===== config.mk =====
export PLATFORM = sky130hd
export DESIGN_NAME = vid_st_window_crop
export DESIGN_NICKNAME = d
export VERILOG_FILES = /design/src/rtl/vid_st_window_crop.sv
export SDC_FILE = /design/constraint.sdc
export NUM_CORES = 1
export LEC_CHECK = 0
export BUFFER_PORTS_ARGS = -buffer_cell sky130_fd_sc_hd__buf_2
export CAP_MARGIN = 20
export CELL_PAD_IN_SITES_DETAIL_PLACEMENT = 1
export CELL_PAD_IN_SITES_GLOBAL_PLACEMENT = 1
export CORE_MARGIN = 3
export CORE_UTILIZATION = 40
export CTS_CLUSTER_SIZE = 28
export DETAILED_ROUTE_END_ITERATION = 7
export PLACE_DENSITY_LB_ADDON = 0.1
export SETUP_SLACK_MARGIN = 0.4
export SLEW_MARGIN = 20
export SYNTH_ARGS = -nofsm -noshare
export SYNTH_HDL_FRONTEND = slang
export SYNTH_SLANG_ARGS = --single-unit
export TNS_END_PERCENT = 10

===== constraint.sdc =====
create_clock -name iCLK -period 18.5 [get_ports iCLK]
set_input_delay 3.7 -clock iCLK [delete_from_list [all_inputs] [get_ports iCLK]]
set_output_delay 3.7 -clock iCLK [all_outputs]
set_load 0.01 [all_outputs]

===== src/rtl/vid_st_window_crop.sv =====
// vid_st_window_crop: forwards a rectangular window of each frame from a pixel stream, with optional 2:1 decimation (CROP_DECIM_EN)
module vid_st_window_crop #(
    parameter int DATA_W = 24,
    parameter int LINE_W = 640,
    parameter int CNT_W  = 12
) (
    input  logic              iCLK,
    input  logic              iRESETn,
    input  logic              iENABLE,
    input  logic [CNT_W-1:0]  iX0,
    input  logic [CNT_W-1:0]  iY0,
    input  logic [CNT_W-1:0]  iWIDTH,
    input  logic [CNT_W-1:0]  iHEIGHT,
`ifdef CROP_DECIM_EN
    input  logic              iDECIM,
`endif
    input  logic [DATA_W-1:0] iDATA,
    input  logic              iDV,
    input  logic              iSTART,
    output logic [DATA_W-1:0] oDATA,
    output logic              oDV,
    output logic              oSTART,
    output logic              oBUSY,
    output logic [15:0]       oFRAME_CNT
);
    typedef enum logic [1:0] {IDLE, ACTIVE, DONE} state_t;
    localparam logic [CNT_W-1:0] X_MAX   = CNT_W'(LINE_W - 1);
    localparam logic [CNT_W:0]   X_MAX_E = {1'b0, X_MAX};
    localparam logic [CNT_W:0]   ONE_E   = (CNT_W + 1)'(1);
    state_t           state, state_nx;
    logic [CNT_W-1:0] x, y, sx0, sy0, sw, sh;
    logic [CNT_W-1:0] cx, cy, ex0, ey0, ew, eh, nx, ny;
    logic [CNT_W:0]   x_end, y_end, x_last, y_last;
    logic             go, act, in_win, is_last, hit, keep, fwd;
`ifdef CROP_DECIM_EN
    logic             sdec, edec;
`endif

    // A start cycle uses the incoming config and position (0,0) for its own pixel
    always_comb begin
        cx      = iSTART ? '0 : x;
        cy      = iSTART ? '0 : y;
        ex0     = iSTART ? iX0 : sx0;
        ey0     = iSTART ? iY0 : sy0;
        ew      = iSTART ? iWIDTH : sw;
        eh      = iSTART ? iHEIGHT : sh;
        go      = iENABLE && (iWIDTH != '0) && (iHEIGHT != '0);
        act     = iSTART ? go : (state == ACTIVE);
        x_end   = {1'b0, ex0} + {1'b0, ew};
        y_end   = {1'b0, ey0} + {1'b0, eh};
        x_last  = ((x_end - ONE_E) > X_MAX_E) ? X_MAX_E : (x_end - ONE_E);
        y_last  = y_end - ONE_E;
        in_win  = (cx >= ex0) && ({1'b0, cx} < x_end) && (cy >= ey0) && ({1'b0, cy} < y_end);
        is_last = ({1'b0, cx} == x_last) && ({1'b0, cy} == y_last);
        hit     = act && iDV && in_win;
`ifdef CROP_DECIM_EN
        edec    = iSTART ? iDECIM : sdec;
        keep    = !edec || ((cx[0] == ex0[0]) && (cy[0] == ey0[0]));
`else
        keep    = 1'b1;
`endif
        fwd     = hit && keep;
        nx      = (cx == X_MAX) ? '0 : cx + CNT_W'(1);
        ny      = ((cx == X_MAX) && (cy != '1)) ? cy + CNT_W'(1) : cy;
        state_nx = (hit && is_last) ? DONE : iSTART ? (go ? ACTIVE : IDLE) : state;
    end

    // Window FSM register
    always_ff @(posedge iCLK) begin
        state <= !iRESETn ? IDLE : state_nx;
    end

    // Position counters and config shadowed at frame start
    always_ff @(posedge iCLK) begin
        if (!iRESETn) begin
            x   <= '0;
            y   <= '0;
            sx0 <= '0;
            sy0 <= '0;
            sw  <= '0;
            sh  <= '0;
`ifdef CROP_DECIM_EN
            sdec <= 1'b0;
`endif
        end else begin
            if (iDV) begin
                x <= nx;
                y <= ny;
            end else if (iSTART) begin
                x <= '0;
                y <= '0;
            end
            if (iSTART) begin
                sx0 <= iX0;
                sy0 <= iY0;
                sw  <= iWIDTH;
                sh  <= iHEIGHT;
`ifdef CROP_DECIM_EN
                sdec <= iDECIM;
`endif
            end
        end
    end

    // Registered outputs, one cycle behind the input pixel
    always_ff @(posedge iCLK) begin
        if (!iRESETn) begin
            oDATA      <= '0;
            oDV        <= 1'b0;
            oSTART     <= 1'b0;
            oFRAME_CNT <= '0;
        end else begin
            oDV    <= fwd;
            oSTART <= iSTART && go;
            if (fwd) oDATA <= iDATA;
            if (hit && is_last) oFRAME_CNT <= oFRAME_CNT + 16'd1;
        end
    end

    assign oBUSY = (state == ACTIVE);
endmodule

Yosys cells after proc, flatten, opt, wreduce, memory -nomap -nowiden
Index checks and enable logic that the tools add are counted.
Storage, ports and cells
  bits in read-only memories: 0
  RAM bits: 0
  output and inout port bits: 43
  input port bits: 77
  logic and storage cells: 60
  memories: 0
  bits in latches: 0
  register bits: 116
Cells by class
  shift-type cells: 0
  div/mod/pow operators: 0
  bitwise operators: 1
  magnitude comparators: 5
  muxes and demuxes: 15
  reduce and logical (&&, ||, !) cells: 15
  multipliers: 0
  $add $sub $neg: 7
  equal/unequal tests: 5
Operator list (number)
  12-bit two-way mux: 10
  12-bit by 12-bit adder with 13-bit output: 2
  12-bit by 13-bit equality test with 1-bit output: 2
  12-bit by 13-bit less-than comparator with 1-bit output: 2
  13-bit by 1-bit subtractor with 13-bit output, second input constant: 2
  12-bit by 1-bit adder with 12-bit output, second input constant: 2
  12-bit >= comparator: 2
  12-bit nonzero test: 2
  16-bit by 1-bit adder with 16-bit output, second input constant: 1
  13-bit by 10-bit > comparator with 1-bit output, second input constant: 1
  13-bit two-way mux: 1
  12-bit by 10-bit equality test with 1-bit output, second input constant: 1
  12-bit inequality test, second input constant: 1
  1-bit logical AND: 11
  2-bit two-way mux: 2
  2-bit by 1-bit equality test with 1-bit output, second input constant: 1
  1-bit two-way mux: 2
  2-bit nonzero test: 1
  2-bit OR reduction: 1
  1-bit inverter: 1

Longest topological paths before layout
Gate-level depths: netlist of run 1.
  word-level depth: 9
  gate-level depth with buffers: 27
  depth with buffers taken out: 19

Least setup slack after synthesis of run 1
Ideal clock, no wire load.
  path type: input port to flip-flop
  start point: in iSTART
  end point: reg oFRAME_CNT[11]
  data required time: 18.430 ns
  buffers on the path: 8
  setup time: 0.070 ns
  arrival: 9.607 ns
  stages on the path: 26
  slack: 8.823 ns
  path through: clkbuf_1 -> clkbuf_1 -> clkbuf_1 -> clkbuf_1 -> buf_1 -> mux2i_1 -> inv_1 -> ha_1 -> a211o_1 -> and3_1 -> clkbuf_1 -> o311a_1 -> nor3_4 -> ha_1 -> nand2_1 -> nor2_1 -> a211oi_1 -> a221oi_1 -> o2111ai_1 -> nand4b_1 -> clkbuf_1 -> nor4_1 -> nand4_1 -> buf_2 -> or3_1 -> a21oi_1
On the way
  longest elaborated chain between the ends: 8
  elaborated cells between the ends (all ways): 26
  those cells by class: add/sub: 4; order compare: 5; eq/ne: 2; mux: 8; reduce/logical: 7
RTL lines
  start, declared: RTL line 19  | input logic iSTART,
  12-bit two-way mux (*)
  via ex0[1]: RTL line 32  | logic [CNT_W-1:0] cx, cy, ex0, ey0, ew, eh, nx, ny;
  12-bit by 12-bit adder with 13-bit output: RTL line 49  | x_end = {1'b0, ex0} + {1'b0, ew};
  13-bit by 1-bit subtractor with 13-bit output or 12-bit by 13-bit less-than comparator with 1-bit output (tied branches): RTL line 51, 53
  13-bit by 10-bit > comparator with 1-bit output or 1-bit logical AND (tied branches): RTL line 51, 53
  13-bit two-way mux or 1-bit logical AND (tied branches): RTL line 51, 53
  12-bit by 13-bit equality test with 1-bit output or 1-bit logical AND (tied branches): RTL line 54, 53
  1-bit logical AND (on tied branches): RTL line 54, 55
  1-bit logical AND (*): RTL line 116  | if (hit && is_last) oFRAME_CNT <= oFRAME_CNT + 16'd1;
  end signal, assigned: RTL line 116
  end, declared: RTL line 24  | output logic [15:0] oFRAME_CNT
Mark *: on every way through the listed nets, which the timed path passes. The rest lies on a longest branch.
A chain may end at the register's enable or synchronous reset.

Worst setup path after layout of run 1
  start point: in iSTART
  end point: reg oFRAME_CNT[5]
On the way
  elaborated cells between the ends (all ways): 26
  those cells by class: add/sub: 4; order compare: 5; eq/ne: 2; mux: 8; reduce/logical: 7
RTL lines
  12-bit two-way mux (*)
  via eh[5]: RTL line 32
  12-bit by 12-bit adder with 13-bit output (*): RTL line 50  | y_end = {1'b0, ey0} + {1'b0, eh};
  13-bit by 1-bit subtractor with 13-bit output or 12-bit by 13-bit less-than comparator with 1-bit output (tied branches): RTL line 52, 53
  12-bit by 13-bit equality test with 1-bit output or 1-bit logical AND (tied branches): RTL line 54, 53
  1-bit logical AND (on tied branches): RTL line 54, 55
  1-bit logical AND (*): RTL line 116
Marked as above.

==> key figures, run 1 <==
Run status
  – Status: finished, final reports clean

Synth
  – Post-synthesis cell type count: 76
  – Ys flop type: dfxtp_1
  – Synth Instances: 950
  – Top cells by count, synth: dfxtp_1 (116), nor2_1 (103), ha_1 (72)
  – Area share of the largest cell type after synthesis: 0.2878
  – EDFF count, synth: 0
  – Sequential fraction of the synthesis area: 0.2878
  – Top cells by area, synth: dfxtp_1 (29%), ha_1 (11%), mux2i_1 (6.2%)
  – Leading area contributor after synthesis: dfxtp_1
  – Synth warn: 0
  – FFs w/ async S/R, synth: 0
  – Synthesized Nets: 1,101
  – Top-count cell post-synth: dfxtp_1
  – Post-synthesis register bit count: 116
  – Avg Inst Size Synth: 8.494 um^2
  – Post-Syn Area: 8069 um^2

Critical path
  – CP Launch Type: primary input
  – Arr. time, crit path: 10.20 ns
  – Crit Path Category: primary input to flip-flop
  – Buf+Inv Stages, Crit Path: 5
  – Sequence of cells on the critical path: buf_4, buf_4, mux2_2, ha_1, nand3_1, nor3_1, o41ai_1, a21oi_1, inv_1, ha_1, a211o_1, a2111oi_0, or3_1, nand4b_1, buf_4, nor4_1, nand4_1, buf_6, or3_1, a21oi_1
  – CP max stage delay: 0.57 ns
  – Critical Path RT: 18.86 ns
  – CP endpoint kind: flip-flop
  – Crit path top cell by count: buf_4
  – Top delay family on crit path: simple AND/OR/NAND/NOR gates
  – Worst-path fanout max: 42
  – Slowest CP cell: nand4_1

Timing
  – Slew Viols, Final: 0
  – Post-route setup TNS: 0 ns
  – Worst Tran Pin Value: 0.8136 ns
  – RSZ-0062 raised after global routing: false
  – Period Utilization, post-route: 0.5323
  – Worst hold slack: 0.4902 ns
  – Relative slew slack: 0.4576
  – Final min period: 9.847 ns
  – Clock Skew: 0.01167 ns
  – Fmax achieved: 101.6 MHz
  – Final setup fails: 0
  – Final hold vios: 0

GRT
  – GR met2 Demand/Resource: 0.3683
  – GR Layer Usage met3: 0.05303
  – Initial antenna violation count: 0
  – Largest net degree at the start of global routing: 69
  – Number of global-route vias before repair: 7,617
  – Met1 Resource Use GR: 0.2844
  – First-pass GRT wire length: 39,360 um
  – GRT Residual Overflow: 0
  – Busiest grt layer: met2
  – GRT Overall Usage: 0.2232

Final layout
  – Final cell count without fillers: 1,333
  – Antenna diodes: 0
  – Area growth, synth to finish: 18.11%
  – Share of layout cells above drive strength 1: 0.1919
  – Final nets: 1,206

Routing
  – Vias: 7,363
  – Via density: 5.524
  – DR pass1 iterations: 4
  – DRC: 0
  – Routed wire length: 24,190 um
  – Initial drt markers: 253
  – Routed wire length per instance: 18.15 um
  – Remaining antenna violation count: 0

CTS
  – CTS tree: built
  – CTS buffer count: 17
  – Clock Latency Late Sink: 0.44 ns
  – CTS Hold Bufs: 0
  – H-Tree Depth: 4
  – Clock Root Buffer: clkbuf_16
  – Clk buf depth: 2
  – Clock slew at reported path FFs: 0.07 ns
  – Setup bufs post-CTS: 0
  – Post-CTS sizing: 0
  – Clock sinks: 116

Placement
  – Post-Place Cells: 1,301
  – DPL Wire Length: 18,490 um
  – Buffers on Ports: 119
  – GPL Wtd Cong: 0.8409

Power
  – VDD IR max: 0.06481 mV
  – Pwr dens: 85.48 nW/um^2
  – Leakage power: 0.004529 uW

Floorplan
  – Die ar.: 21,910 um^2
  – Die Ht: 148.0 um
  – Core Region: 19,650 um^2
  – Starting Density: 0.4106
  – Die X: 148.0 um
  – Ports: 120
  – # rows: 51

Run
  – Max-cap violations: 0

Min path
  – Hold Crit Class: flip-flop to flip-flop
## where the power goes
part / internal, uW / switching [uW] / total, uW
sequential: 256 / 1.85 / 258
combinational: 76.7 / 117 / 194
clock: 219 / 144 / 362
## cell usage in the layout (no fill, tap or decap), types with 4 or more instances in the layout
| master | instances |
|---|---|
| or2_2 | 6 |
| or4_1 | 5 |
| nand2_1 | 35 |
| a211o_1 | 6 |
| dfxtp_1 | 116 |
| a21oi_1 | 49 |
| nor2b_1 | 17 |
| buf_4 | 6 |
| o2111ai_1 | 4 |
| o221ai_1 | 5 |
| nor2_1 | 103 |
| nor3_1 | 13 |
| inv_6 | 5 |
| a31oi_1 | 8 |
| a2111oi_0 | 6 |
| or3_1 | 23 |
| inv_1 | 50 |
| nand3_1 | 34 |
| buf_2 | 118 |
| clkbuf_16 | 17 |
| nand2b_1 | 20 |
| and3_1 | 14 |
| mux2_2 | 28 |
| ha_1 | 72 |
| xor2_1 | 19 |
| o211ai_1 | 6 |
| inv_8 | 5 |
| a21o_1 | 9 |
| o21ai_0 | 42 |
| xnor2_1 | 28 |
| nand4_1 | 8 |
| nor4_1 | 13 |
| o21a_1 | 12 |
| mux2i_1 | 50 |
| o2111a_1 | 4 |
| and2_1 | 35 |
## path summary, 6_finish.rpt
check,endpoint,slack [ns],startpoint,depth (start not counted)
setup / recovery,oFRAME_CNT[5],8.65,iSTART,20
hold / removal,oDATA[7],0.49,oDATA[7],2
setup reg to reg,oFRAME_CNT[5],12.67,sy0[6],20
hold reg to reg,oDATA[7],0.49,oDATA[7],2
## per-stage QoR
stage	power [uW]	setup WS (ns)	cell area [um^2]	utilization
after global routing	855.1	7.972	9530	0.4849
after floorplan	402.6	8.823	8069	-
after CTS	822.6	8.538	9530	0.4849
after global placement	452.1	7.857	8886	0.4521
final	814.7	8.653	9530	0.4849
after detailed placement	454.9	8.082	8897	0.4527
## cells by family after synthesis
kind of cell    Yosys count  synth area share
buf+inv                  90           0.04233
xor+xnor                 50           0.06001
simple gates            343            0.2222
flops                   116            0.2878
compound gates          199            0.1700
fa+ha+maj                74            0.1166
mux                      78            0.1011
## area by class of cell
cell class | instances | area (um^2)
Clock buffer | 17 | 425.4
Multi-Input combinational cell | 744 | 5405
Sequential cell | 116 | 2322
Tap cell | 265 | 331.6
Clock inverter | 15 | 207.7
Fill cell | 2421 | 10120
Timing Repair Buffer | 125 | 646.9
Inverter | 51 | 191.4
## tightest hold or removal path, stage by stage, from the launching register on
cell,delay (ns)
dfxtp_1,0.32
mux2i_1,0.07
nor2_1,0.07
## metal layers
layer,up-vias,routed length [um]
li1,3646,-
met2,131,11000
met5,-,0
met4,0,714
met3,42,1083
met1,3544,11400
## state kept, by name, indices dropped and copies added (netlist names)
| name | count |
|---|---|
| oDATA | 24 |
| oFRAME_CNT | 16 |
| sh | 12 |
| sw | 12 |
| sx0 | 12 |
| sy0 | 12 |
| x | 12 |
| y | 12 |
| state | 2 |
| oDV | 1 |
| oSTART | 1 |
No activity file was read; power rests on OpenSTA's default activity.
==> inputs of run 2 (changes only) <==
==> constraint.sdc (replaced) <==
create_clock -name iCLK -period 9.7 [get_ports iCLK]
set_input_delay 1.94 -clock iCLK [delete_from_list [all_inputs] [get_ports iCLK]]
set_output_delay 1.94 -clock iCLK [all_outputs]
set_load 0.01 [all_outputs]
==> key figures, run 2 (synthesis results as in run 1) <==
Timing
  – Final WS setup: 2.234 ns (was 8.653 ns)
  – Final setup fails: 0 (unchanged)
  – Relative slew slack: 0.4022 (was 0.4576)
  – RSZ-0062 raised after global routing: false (unchanged)
  – Slew Viols, Final: 0 (unchanged)
  – Fmax achieved: 133.9 MHz
  – Worst Tran Pin Value: 0.8966 ns (was 0.8136 ns)
  – Final hold vios: 0 (unchanged)
  – Period Utilization, post-route: 0.7697
  – Clock Skew: 0.01284 ns (was 0.01167 ns)
  – Post-route setup TNS: 0 ns (unchanged)
  – Final min period: 7.466 ns

GRT
  – Largest net degree at the start of global routing: 78 (was 69)
  – First-pass GRT wire length: 38,670 um (was 39,360 um)
  – Number of global-route vias before repair: 7,469 (was 7,617)
  – GRT Overall Usage: 0.2174 (was 0.2232)
  – Initial antenna violation count: 0 (unchanged)
  – GRT Residual Overflow: 0 (unchanged)

CTS
  – CTS buffer count: 17 (unchanged)
  – Clock Latency Late Sink: 0.42 ns (was 0.44 ns)
  – Clock sinks: 116 (unchanged)
  – CTS Hold Bufs: 0 (unchanged)
  – H-Tree Depth: 4 (unchanged)
  – Clk buf depth: 2 (unchanged)
  – Post-CTS sizing: 0 (unchanged)
  – CTS tree: built (unchanged)
  – Setup bufs post-CTS: 0 (unchanged)
  – Clock Root Buffer: clkbuf_16 (unchanged)
  – Clock slew at reported path FFs: 0.06 ns (was 0.07 ns)

Critical path
  – Critical Path RT: 10.04 ns (was 18.86 ns)
  – Slowest CP cell: buf_4 (was nand4_1)
  – Top delay family on crit path: compound AO/OA/AOI/OAI gates (was simple AND/OR/NAND/NOR gates)
  – Worst-path fanout max: 50 (was 42)
  – CP Launch Type: primary input (unchanged)
  – Buf+Inv Stages, Crit Path: 3 (was 5)
  – Crit Path Category: primary input to flip-flop (unchanged)
  – Number of cells on the critical path: 21 (was 20)
  – Sequence of cells on the critical path: buf_4, mux2_2, ha_1, fa_1, a21o_1, nand2_1, a21oi_1, o21ai_0, and2_1, xor2_1, ha_1, a211o_1, a2111oi_0, or3_1, nand4b_1, buf_4, nor4_1, nand4_1, buf_4, or4_1, a21oi_1 (was buf_4, buf_4, mux2_2, ha_1, nand3_1, nor3_1, o41ai_1, a21oi_1, inv_1, ha_1, a211o_1, a2111oi_0, or3_1, nand4b_1, buf_4, nor4_1, nand4_1, buf_6, or3_1, a21oi_1)
  – CP endpoint kind: flip-flop (unchanged)
  – Arr. time, crit path: 7.81 ns (was 10.20 ns)
  – CP max stage delay: 0.55 ns (was 0.57 ns)
  – Crit path top cell by count: buf_4 (unchanged)
  – Worst R2R Path Depth: 20 (unchanged)

Floorplan
  – Die Ht: 148.0 um (unchanged)
  – Die X: 148.0 um (unchanged)
  – Die ar.: 21,910 um^2 (unchanged)
  – Starting Density: 0.4106 (unchanged)
  – Ports: 120 (unchanged)
  – # rows: 51 (unchanged)
  – Core Region: 19,650 um^2 (unchanged)

Routing
  – Via density: 5.450 (was 5.524)
  – Remaining antenna violation count: 0 (unchanged)
  – DR pass1 iterations: 5 (was 4)
  – DRC: 0 (unchanged)
  – Routed wire length per instance: 17.65 um (was 18.15 um)
  – Initial drt markers: 313 (was 253)
  – Routed wire length: 23,510 um (was 24,190 um)
  – Vias: 7,260 (was 7,363)

Min path
  – Worst hold path depth: 2 (unchanged)
  – Hold Crit Class: flip-flop to flip-flop (unchanged)

Power
  – VDD IR max: 0.1070 mV (was 0.06481 mV)
  – Pwr dens: 155.9 nW/um^2 (was 85.48 nW/um^2)
  – Leakage power: 0.004488 uW (was 0.004529 uW)

Placement
  – DPL Wire Length: 18,170 um (was 18,490 um)
  – GPL Wtd Cong: 0.7853 (was 0.8409)
  – Buffers on Ports: 119 (unchanged)
  – Setup WS pre-CTS: 1.896 ns (was 8.082 ns)

Final layout
  – Most common cell after layout, fill and taps aside: buf_2 (unchanged)
  – Largest Register: oDATA (unchanged)
  – Leading registers by flop count: oDATA: 24 flops, oFRAME_CNT: 16 flops (unchanged)
  – Footprint of the multi-input gates: 5405 um^2 (unchanged)
  – Max reg flops: 24 (unchanged)
  – Fillers: 2,404 (was 2,421)
  – Commonest non-fill, non-tap cells in the layout: buf_2 (118), dfxtp_1 (116), nor2_1 (103), ha_1 (72) (unchanged)
  – Antenna diodes: 0 (unchanged)
  – Area growth, synth to finish: 17.23% (was 18.11%)
  – Share of layout cells above drive strength 1: 0.1903 (was 0.1919)
  – Reg area: 2322 um^2 (unchanged)
  – Final nets: 1,205 (was 1,206)

Run status
  – Status: finished, final reports clean (unchanged)

Run
  – Max-cap violations: 0 (unchanged)
run 2: changes by cell type in the layout (fill, tap and decap cells not counted), sizes merged:
| cell | previous run | this run |
|---|---|---|
| buf | 125 | 124 |
| bufinv | 3 | 1 |
| clkbuf | 17 | 18 |
| clkinv | 2 | 6 |
| clkinvlp | 0 | 1 |
| inv | 61 | 57 |
run 2: worst reg2reg max path, cell delays in order, from the launching register on:
cell and delay (ns):
dfxtp_1 0.29, mux2_2 0.29, ha_1 0.24, fa_1 0.44, a21o_1 0.22, nand2_1 0.12, a21oi_1 0.13, o21ai_0 0.26
and2_1 0.22, xor2_1 0.18, ha_1 0.27, a211o_1 0.29, a2111oi_0 0.55, or3_1 0.20, nand4b_1 0.09, buf_4 0.28
nor4_1 0.35, nand4_1 0.14, buf_4 0.25, or4_1 0.42, a21oi_1 0.15
run 2: cell type report:
| type | count | share of cell area |
|---|---|---|
| Tap cell | 265 | 0.03505 |
| Timing Repair Buffer | 124 | 0.06720 |
| Inverter | 51 | 0.02024 |
| Sequential cell | 116 | 0.2455 |
| Multi-Input combinational cell | 744 | 0.5714 |
| Clock buffer | 18 | 0.04537 |
| Clock inverter | 14 | 0.01521 |
run 2: path summary, 6_finish.rpt:
kind / start / end / slack [ns]
worst min-delay path: oFRAME_CNT[15] / oFRAME_CNT[15] / 0.49
worst max register to register: sy0[0] / oFRAME_CNT[12] / 4.25
worst max-delay path: iSTART / oFRAME_CNT[12] / 2.23
worst min register to register: oFRAME_CNT[15] / oFRAME_CNT[15] / 0.49
run 2: metal layers:
layer | global-route usage | vias up | wire length (um)
met3 | 0.03863 | 17 | 930
li1 | - | 3647 | -
met4 | 0.04342 | 0 | 229
met2 | 0.3693 | 118 | 11150
met5 | 0 | - | 0
met1 | 0.2913 | 3478 | 11200
run 2: stage by stage:
step | utilization | power [uW] | hold slack (ns) | instance area (um^2) | cells
CTS | 0.4813 | 1492 | 0.4959 | 9459 | 1332
global route | 0.4813 | 1561 | 0.5276 | 9459 | 1332
global placement | 0.4521 | 860.9 | 0.4696 | 8886 | 1300
finish | 0.4813 | 1475 | 0.4944 | 9459 | 1332
floorplan | - | 767.9 | 0.4606 | 8069 | 950
detailed placement | 0.4521 | 865.9 | 0.4872 | 8886 | 1300
run 2: power breakdown:
group / internal (uW) / switching, uW
clock network: 360 / 257
logic: 146 / 219
registers: 489 / 3.61
==> inputs of run 3 (changes only) <==
==> constraint.sdc (replaced) <==
create_clock -name iCLK -period 7.5 [get_ports iCLK]
set_input_delay 1.5 -clock iCLK [delete_from_list [all_inputs] [get_ports iCLK]]
set_output_delay 1.5 -clock iCLK [all_outputs]
set_load 0.01 [all_outputs]
==> key figures, run 3 (synthesis results as in run 1) <==
Final layout
  – Commonest non-fill, non-tap cells in the layout: buf_2 (118), dfxtp_1 (116), nor2_1 (103), ha_1 (72) (unchanged)
  – Area growth, synth to finish: 17.99% (was 17.23%)
  – Antenna diodes: 0 (unchanged)
  – Largest Register: oDATA (unchanged)
  – Most common cell after layout, fill and taps aside: buf_2 (unchanged)
  – Fillers: 2,403 (was 2,404)
  – Max reg flops: 24 (unchanged)
  – Leading registers by flop count: oDATA: 24 flops, oFRAME_CNT: 16 flops (unchanged)
  – Share of layout cells above drive strength 1: 0.1925 (was 0.1903)
  – Final nets: 1,208 (was 1,205)

CTS
  – Setup bufs post-CTS: 0 (unchanged)
  – Clk buf depth: 2 (unchanged)
  – Clock Root Buffer: clkbuf_16 (unchanged)
  – CTS buffer count: 17 (unchanged)
  – Post-CTS sizing: 0 (unchanged)
  – Clock sinks: 116 (unchanged)
  – H-Tree Depth: 4 (unchanged)
  – CTS tree: built (unchanged)
  – Clock Latency Late Sink: 0.42 ns (about the same)
  – CTS Hold Bufs: 0 (unchanged)
  – Clock slew at reported path FFs: 0.06 ns (about the same)

Floorplan
  – Core Region: 19,650 um^2 (unchanged)
  – Starting Density: 0.4106 (unchanged)
  – # rows: 51 (unchanged)
  – Die Ht: 148.0 um (unchanged)
  – Ports: 120 (unchanged)
  – Die X: 148.0 um (unchanged)
  – Die ar.: 21,910 um^2 (unchanged)

Critical path
  – Critical Path RT: 7.84 ns (was 10.04 ns)
  – Worst R2R Path Depth: 19 (was 20)
  – Crit path from: iSTART (unchanged)
  – Arr. time, crit path: 6.94 ns (was 7.81 ns)
  – CP max stage delay: 0.42 ns (was 0.55 ns)
  – Reg2Reg Setup Slack: 2.27 ns (was 4.25 ns)
  – CP Launch Type: primary input (unchanged)
  – Critical R2R Capture: oFRAME_CNT[12] (unchanged)
  – End of the critical path: oFRAME_CNT[12] (unchanged)
  – Crit path top cell by count: buf_4 (unchanged)
  – Crit Path Category: primary input to flip-flop (unchanged)
  – Slowest CP cell: a2111oi_0 (was buf_4)
  – CP endpoint kind: flip-flop (unchanged)
  – Sequence of cells on the critical path: buf_4, buf_4, mux2_2, ha_1, o21a_1, o21ba_2, or2_2, o21ai_0, and2_1, xor2_1, ha_1, a211o_1, a2111oi_0, or3_1, nand4b_1, nor4_1, nand4_1, buf_4, or4_1, a21oi_1 (was buf_4, mux2_2, ha_1, fa_1, a21o_1, nand2_1, a21oi_1, o21ai_0, and2_1, xor2_1, ha_1, a211o_1, a2111oi_0, or3_1, nand4b_1, buf_4, nor4_1, nand4_1, buf_4, or4_1, a21oi_1)
  – Worst-path fanout max: 30 (was 50)
  – Worst reg2reg startpoint: sy0[5] (was sy0[0])

Placement
  – GPL Wtd Cong: 0.8508 (was 0.7853)
  – DPL Wire Length: 18,480 um (was 18,170 um)
  – Buffers on Ports: 119 (unchanged)

Min path
  – Hold Crit Class: flip-flop to flip-flop (unchanged)

Timing
  – RSZ-0062 raised after global routing: false (unchanged)
  – Final min period: 6.605 ns
  – Worst Tran Pin Value: 1.001 ns (was 0.8966 ns)
  – Slew Viols, Final: 0 (unchanged)
  – Final hold vios: 0 (unchanged)
  – Final setup fails: 0 (unchanged)
  – Post-route setup TNS: 0 ns (unchanged)
  – Period Utilization, post-route: 0.8806
  – Relative slew slack: 0.3156 (was 0.4022)
  – Clock Skew: 0.008675 ns (was 0.01284 ns)
  – Fmax achieved: 151.4 MHz

Routing
  – Routed wire length: 24,340 um (was 23,510 um)
  – DRC: 0 (unchanged)
  – Remaining antenna violation count: 0 (unchanged)
  – Via density: 5.447 (was 5.450)
  – DR pass1 iterations: 4 (was 5)
  – Vias: 7,272 (was 7,260)
  – Initial drt markers: 318 (was 313)
  – Routed wire length per instance: 18.23 um (was 17.65 um)

GRT
  – GRT Overall Usage: 0.2243 (was 0.2174)
  – First-pass GRT wire length: 39,500 um (was 38,670 um)
  – Initial antenna violation count: 0 (unchanged)
  – GRT Residual Overflow: 0 (unchanged)
  – Number of global-route vias before repair: 7,589 (was 7,469)
  – Largest net degree at the start of global routing: 78 (unchanged)

Power
  – Tot Pwr: 1981 uW (was 1475 uW)
  – VDD IR max: 0.1480 mV (was 0.1070 mV)
  – Pwr dens: 208.0 nW/um^2 (was 155.9 nW/um^2)
  – Leakage power: 0.004510 uW (was 0.004488 uW)

Run status
  – Status: finished, final reports clean (unchanged)

Run
  – Max-cap violations: 0 (unchanged)
==> run 3: cell count changes in the layout (fill, tap and decap cells not counted), sizes merged <==
| cell | before | now |
|---|---|---|
| bufinv | 1 | 3 |
| clkbuf | 18 | 19 |
| clkinvlp | 1 | 4 |
| buf | 124 | 127 |
| clkinv | 6 | 1 |
| inv | 57 | 56 |
==> run 3: metrics by stage <==
stage	worst slack (ns)	util	cell area (um^2)	hold slack [ns]	instances
detailed placement	0.5256	0.4533	8909	0.4867	1303
floorplan	0.4321	-	8074	0.4603	950
CTS	0.9402	0.4844	9520	0.5033	1335
finish	0.8952	0.4844	9520	0.4939	1335
global route	0.4827	0.4844	9520	0.5225	1335
global placement	0.6615	0.4533	8909	0.4699	1303
==> run 3: worst min-delay path by stage <==
stage                              start             end  slack, ns  cells past startpoint
after detailed placement        oDATA[4]        oDATA[4]       0.49                      2
after CTS                       oDATA[2]        oDATA[2]       0.50                      2
after floorplan                 state[1]        state[1]       0.46                      2
after global routing      oFRAME_CNT[15]  oFRAME_CNT[15]       0.52                      2
final                           oDATA[4]        oDATA[4]       0.49                      2
after global placement          oDATA[6]        oDATA[6]       0.47                      2
==> run 3: power breakdown <==
part / leakage [uW] / switching [uW] / internal (uW) / total, uW
Combinational: 0.00328 / 287 / 191 / 478
Sequential: 0.000945 / 4.60 / 632 / 637
Clock: 0.000287 / 329 / 536 / 865
Total: 0.00451 / 620 / 1360 / 1980
==> run 3: area by class of cell <==
type	instances	area [um^2]	share of cell area
clock buffers	19	442.9	0.04652
clock inverters	13	168.9	0.01774
inverters	51	191.4	0.02011
multi-input cells	744	5405	0.5677
flip-flops and latches	116	2322	0.2439
well taps	265	331.6	0.03483
repair buffers	127	658.1	0.06913
==> run 3: worst max-delay path, delay by kind of cell <==
| family | cells | cell delay, ns |
|---|---|---|
| buffers and inverters | 3 | 0.96 |
| AO/OA/AOI/OAI | 6 | 1.51 |
| XOR/XNOR | 1 | 0.16 |
| AND/OR/NAND/NOR | 7 | 1.76 |
| multiplexers | 1 | 0.38 |
| adder cells (fa/ha/maj) | 2 | 0.60 |
==> run 3: per-layer routing <==
layer	up-vias	wire, um	track usage
li1	3643	-	-
met3	20	1256	0.04660
met5	-	0	0
met1	3479	11520	0.3002
met2	130	11310	0.3727
met4	0	254	0.05266
